File: config.mk
export PLATFORM = sky130hd
export DESIGN_NAME = round_ctrl_flat
export DESIGN_NICKNAME = d
export VERILOG_FILES = /design/src/rtl/round_ctrl_pkg.sv /design/src/rtl/round_ctrl_if.sv /design/src/rtl/round_cnt.sv /design/src/rtl/round_ctrl.sv /design/src/flat_wrapper.sv
export SDC_FILE = /design/constraint.sdc
export NUM_CORES = 1
export LEC_CHECK = 0
export ABC_CLOCK_PERIOD_IN_PS = 4700
export BUFFER_PORTS_ARGS = -buffer_cell sky130_fd_sc_hd__buf_2
export CAP_MARGIN = 20
export CORE_UTILIZATION = 45
export CTS_CLUSTER_SIZE = 8
export DETAILED_ROUTE_END_ITERATION = 7
export GPL_TIMING_DRIVEN = 0
export HOLD_SLACK_MARGIN = 0.12
export PLACE_DENSITY = 0.69
export SLEW_MARGIN = 20
export SYNTH_ARGS = -nofsm -noshare
export SYNTH_HDL_FRONTEND = slang
export SYNTH_HIERARCHICAL = 1
export SYNTH_SLANG_ARGS = --single-unit
File: constraint.sdc
create_clock -name CK -period 4.7 [get_ports CK]
set_clock_uncertainty 0.1 [all_clocks]
set_input_delay 0.705 -clock CK [delete_from_list [all_inputs] [get_ports CK]]
set_output_delay 0.705 -clock CK [all_outputs]
set_load 0.1 [all_outputs]
File: src/rtl/round_ctrl_pkg.sv
// round_ctrl shared types: cipher direction codes and controller state.
// Optional abort feature: ROUND_CTRL_ABORT_EN.
package round_ctrl_pkg;

  localparam logic MODE_ENC = 1'b0;
  localparam logic MODE_DEC = 1'b1;

  typedef enum logic {
    IDLE,
    RUN
  } state_t;

endpackage

File: src/rtl/round_ctrl_if.sv
// Handshake bundle between load logic and the round controller.
// ROUND_CTRL_ABORT_EN adds abort/aborted.
interface round_ctrl_if #(
  parameter int RC_W = 5
);
  logic            start;
  logic            mode;
  logic            adv;
  logic            act;
  logic            first;
  logic            last;
  logic            ready;
  logic            mode_q;
  logic [RC_W-1:0] rc;
`ifdef ROUND_CTRL_ABORT_EN
  logic            abort;
  logic            aborted;

  modport master (
    output start, mode, adv, abort,
    input  act, first, last, ready,
    input  mode_q, rc, aborted
  );
  modport slave (
    input  start, mode, adv, abort,
    output act, first, last, ready,
    output mode_q, rc, aborted
  );
`else
  modport master (
    output start, mode, adv,
    input  act, first, last, ready,
    input  mode_q, rc
  );
  modport slave (
    input  start, mode, adv,
    output act, first, last, ready,
    output mode_q, rc
  );
`endif
endinterface

File: src/rtl/round_cnt.sv
// Loadable up/down round counter that parks at its terminal value.
module round_cnt #(
  parameter int RC_W = 5
) (
  input  logic            clk,
  input  logic            rst,
  input  logic            load,
  input  logic [RC_W-1:0] load_val,
  input  logic            dn,
  input  logic            step,
  input  logic [RC_W-1:0] final_val,
  output logic [RC_W-1:0] rc,
  output logic            term
);

  assign term = (rc == final_val);

  always_ff @(posedge clk) begin
    if (rst) begin
      rc <= '0;
    end else if (load) begin
      rc <= load_val;
    end else if (step && !term) begin
      rc <= dn ? rc - RC_W'(1) : rc + RC_W'(1);
    end
  end

endmodule

File: src/rtl/round_ctrl.sv
// Block-cipher round sequencer: enc/dec round index, stall, ready pulse.
// Optional abort path enabled by ROUND_CTRL_ABORT_EN.
module round_ctrl
  import round_ctrl_pkg::*;
#(
  parameter int ROUNDS = 32,
  parameter int RC_W   = 5
) (
  input logic         CK,
  input logic         RN,
  round_ctrl_if.slave bus
);

  if (ROUNDS < 2 || (1 << RC_W) < ROUNDS) begin : g_cfg_err
    $error("round_ctrl: ROUNDS must be >= 2 and fit in RC_W bits");
  end

  localparam logic [RC_W-1:0] RC_MAX = RC_W'(ROUNDS - 1);

  state_t          state;
  state_t          state_n;
  logic            mode_q;
  logic            ready;
  logic            act;
  logic            term;
  logic            fin;
  logic            abort_hit;
  logic            load;
  logic [RC_W-1:0] load_val;
  logic [RC_W-1:0] final_val;
  logic [RC_W-1:0] first_val;
  logic [RC_W-1:0] rc;

  assign act       = (state == RUN);
  assign final_val = (mode_q == MODE_DEC) ? '0 : RC_MAX;
  assign first_val = (mode_q == MODE_DEC) ? RC_MAX : '0;
  assign fin       = act && term && bus.adv;

`ifdef ROUND_CTRL_ABORT_EN
  logic aborted;
  // start outranks abort, so a simultaneous pair is a plain restart
  assign abort_hit   = bus.abort && act && !bus.start;
  assign bus.aborted = aborted;
`else
  assign abort_hit = 1'b0;
`endif

  always_comb begin
    state_n  = state;
    load     = 1'b0;
    load_val = '0;
    if (bus.start) begin
      state_n  = RUN;
      load     = 1'b1;
      load_val = (bus.mode == MODE_DEC) ? RC_MAX : '0;
    end else if (abort_hit) begin
      state_n = IDLE;
      load    = 1'b1;
    end else if (fin) begin
      state_n = IDLE;
    end
  end

  always_ff @(posedge CK) begin
    if (RN) begin
      state  <= IDLE;
      mode_q <= MODE_ENC;
      ready  <= 1'b0;
    end else begin
      state <= state_n;
      ready <= fin && !abort_hit;
      if (bus.start) begin
        mode_q <= bus.mode;
      end
    end
  end

`ifdef ROUND_CTRL_ABORT_EN
  always_ff @(posedge CK) begin
    if (RN) begin
      aborted <= 1'b0;
    end else begin
      aborted <= abort_hit;
    end
  end
`endif

  round_cnt #(
    .RC_W(RC_W)
  ) u_cnt (
    .clk      (CK),
    .rst      (RN),
    .load     (load),
    .load_val (load_val),
    .dn       (mode_q),
    .step     (act && bus.adv),
    .final_val(final_val),
    .rc       (rc),
    .term     (term)
  );

  assign bus.act    = act;
  assign bus.first  = act && (rc == first_val);
  assign bus.last   = act && term;
  assign bus.ready  = ready;
  assign bus.mode_q = mode_q;
  assign bus.rc     = rc;

endmodule

File: src/flat_wrapper.sv
// flat-port wrapper written by rule: the top's interface ports become plain ports
module round_ctrl_flat import round_ctrl_pkg::*;
#(
  parameter int ROUNDS = 32,
  parameter int RC_W   = 5
)
  (CK, RN, bus_start, bus_mode, bus_adv, bus_act, bus_first, bus_last, bus_ready, bus_mode_q, bus_rc);
  round_ctrl_if #(.RC_W(RC_W)) bus_i ();
  input logic CK;
  input logic RN;
  input wire logic [$bits(bus_i.start)-1:0] bus_start;
  input wire logic [$bits(bus_i.mode)-1:0] bus_mode;
  input wire logic [$bits(bus_i.adv)-1:0] bus_adv;
  output wire logic [$bits(bus_i.act)-1:0] bus_act;
  output wire logic [$bits(bus_i.first)-1:0] bus_first;
  output wire logic [$bits(bus_i.last)-1:0] bus_last;
  output wire logic [$bits(bus_i.ready)-1:0] bus_ready;
  output wire logic [$bits(bus_i.mode_q)-1:0] bus_mode_q;
  output wire logic [$bits(bus_i.rc)-1:0] bus_rc;
  assign bus_i.start = bus_start;
  assign bus_i.mode = bus_mode;
  assign bus_i.adv = bus_adv;
  assign bus_act = bus_i.act;
  assign bus_first = bus_i.first;
  assign bus_last = bus_i.last;
  assign bus_ready = bus_i.ready;
  assign bus_mode_q = bus_i.mode_q;
  assign bus_rc = bus_i.rc;
  round_ctrl #(.ROUNDS(ROUNDS), .RC_W(RC_W)) u_core (.CK(CK), .RN(RN), .bus(bus_i));
endmodule
==> reports/qor.yml <==
synthesis:
  syn_area_sq_um: 589
  syn_inst: 68
  ys_ff_latch: 8
  synth-edff-count: 0
  yosysWarnings: 6
  yosysUniqueCellTypes: 30
  yosysSeqAreaShare_pct: 27.2
  synthesis.nets: 77
  ys.flop_type: "dfxtp_1"
  synth.avg_cell_area_sq_um: 8.67
  synthArstFlopShare_pct: 0
global_route:
  overflow: 0
  grt_pass1_wl_um: 1990
  grt_use_total_pct: 20.0
  grt_pass1_vias: 463
  grt_use_met3_pct: 6.98
  grt_max_degree: 10
  use_met2_pct: 32.6
  antenna_found_initial: 0
  gr-max-usage-layer: "met2"
  use_met1_pct: 24.5
power_and_ir_drop:
  clock_power_share_pct: 25.4
  combPwrFrac_pct: 35.2
  intPower_mw: 0.120
  switching_share_pct: 41.2
  p_switching_mw: 0.0844
  vdd_drop_max_v: 0.000151
  p_per_area_mw_per_mm2: 293
  power_frac_seq_pct: 39.4
  leakage_nw: 0.332
floorplanning:
  die_h_um: 38.2
  ios: 15
  core_area_sq_mm: 0.00116
  start_util_pct: 51.0
  die_area_sq_mm: 0.00146
  die_w_um: 38.2
  rows: 12
finish:
  mostFrequentLayoutCells: "buf_2 (14), nor2_1 (9), dfxtp_1 (8)"
  fin_nets: 96
  layout_commonest_cell: "buf_2"
  diodes: 0
  area_growth_pct: 18.7
  drive_gt1_share_pct: 25.9
sta:
  layout_setup_ws_ns: 1.61
  rsz0062_at_grt: "no"
  fmax_mhz: 323
  min_period_over_period_pct: 65.8
  period_minus_slack_ns: 3.09
  slew_headroom_pct: 67.8
  tightest_slew_ns: 0.486
  final_hold_viol_count: 0
  finalSetupTns_ns: 0
  slew_violations: 0
  setup_viol: 0
outcome:
  status: "complete, no violations"
routing:
  wl_per_cell_um: 12.2
  dr.pass1.iters: 4
  route.detailed.drc: 0
  viasPerCell: 5.36
  drtIter0Drc: 12
  routed_wl_um: 1210
  vias: 531
  ant_nets: 0
cts:
  clock_path_buffers: 2
  cts-root-buf: "clkbuf_4"
  clock-sinks: 8
  worstSkewPairLatency_ns: 0.25
  clk_pin_slew_ns: 0.06
  htreeDepth: 1
  cts_tree: "built"
  post-cts-setup-buffer-count: 0
  post_cts_resized: 0
  postCtsHoldBufs: 0
  cts-buffers-inserted: 3
critical_path:
  reg2regPathDepth: 6
  critPathCaptureType: "output pin"
  crit_type: "reg -> out"
  path_max_fanout: 9
  cp.required_ns: 3.89
  critical_path_arrival_ns: 2.29
  crit_path_start_kind: "flip-flop"
place:
  place_ws_ns: 1.85
  dp_hpwl_um: 901
  gp_congestion: 0.761
  portBuffers: 14
run:
  max_cap_viol_count: 0
worst_hold_path:
  hold_path.class: "reg -> reg"
  worstHoldPathCells: 2
## kinds of logic after synthesis
family                     after synthesis  share of synthesized area, %
AOI/OAI and AO/OA                       15                          19.7
buffers and inverters                    6                          3.82
and+or+nand+nor                         25                          24.4
xor gates and xnor gates                 9                          13.4
DFF                                      8                          27.2
adders and majority gates                4                          9.77
muxes                                    1                          1.70
## through the flow
stage	instance area, sq um	utilization, %	hold WS (ns)	power, mW	std cells
4_1_cts	699	60.5	0.478	0.208	99
6_report	699	60.5	0.472	0.205	99
3_3_place_gp	677	58.5	0.462	0.153	96
2_1_floorplan	589	-	0.674	0.141	68
3_5_place_dp	677	58.5	0.469	0.154	96
5_1_grt	699	60.5	0.497	0.217	99
## routing by layer
layer  wire [um]  vias up  part of all wire, %
li1            -      275                    -
met1         586      241                   49
met2         558       15                   46
met3          62        0                  5.1
met4           0        0                    0
met5           0        -                    0
## registers in the layout, summed over array words and instances, names as in the netlist
signal,count
u_core/u_cnt/rc,5
u_core/bus.act,1
u_core/bus.mode_q,1
u_core/bus.ready,1
## final timing paths
kind	slack, ns	to	startpoint
worst max-delay path	1.61	bus_last	u_core/bus.mode_q
worst min-delay path	0.47	u_core/bus.act	u_core/bus.act
worst max register to register	2.68	u_core/u_cnt/rc[4]	u_core/bus.mode_q
worst min register to register	0.47	u_core/bus.act	u_core/bus.act
## cell type report
cell class	count	area (sq um)
repair buffers	14	70.1
plain buffers	1	3.75
flip-flops and latches	8	160
fillers	114	457
well taps	14	17.5
inverters	5	18.8
clock buffers	3	22.5
multi-input cells	54	407
## critical path, cell delays in order (launching register included)
cell	delay, ns
dfxtp_1	0.55
inv_1	0.24
xor2_1	0.20
nor3_2	0.28
and2_2	0.21
and2_1	0.14
buf_2	0.42
## power groups by stage
stage / logic [mW] / registers, mW / clock network (mW)
floorplan: 0.0320 / 0.109 / 0
global placement: 0.0713 / 0.0820 / 0
detailed placement: 0.0720 / 0.0821 / 0
CTS: 0.0724 / 0.0806 / 0.0549
global route: 0.0778 / 0.0815 / 0.0581
finish: 0.0721 / 0.0807 / 0.0520
## cell usage after synthesis, drive strengths merged (2+ instances only)
cell type / instances / area (sq um)
a211oi: 2 / 15.0
a21o: 3 / 30.0
a21oi: 5 / 25.0
and2: 4 / 26.3
dfxtp: 8 / 160
ha: 3 / 37.5
inv: 5 / 18.8
nand3: 2 / 10.0
nand4: 2 / 12.5
nor2: 9 / 33.8
nor3: 2 / 15.0
nor4: 2 / 18.8
xnor2: 2 / 17.5
xor2: 7 / 61.3
(Power assumes the default switching activity.)
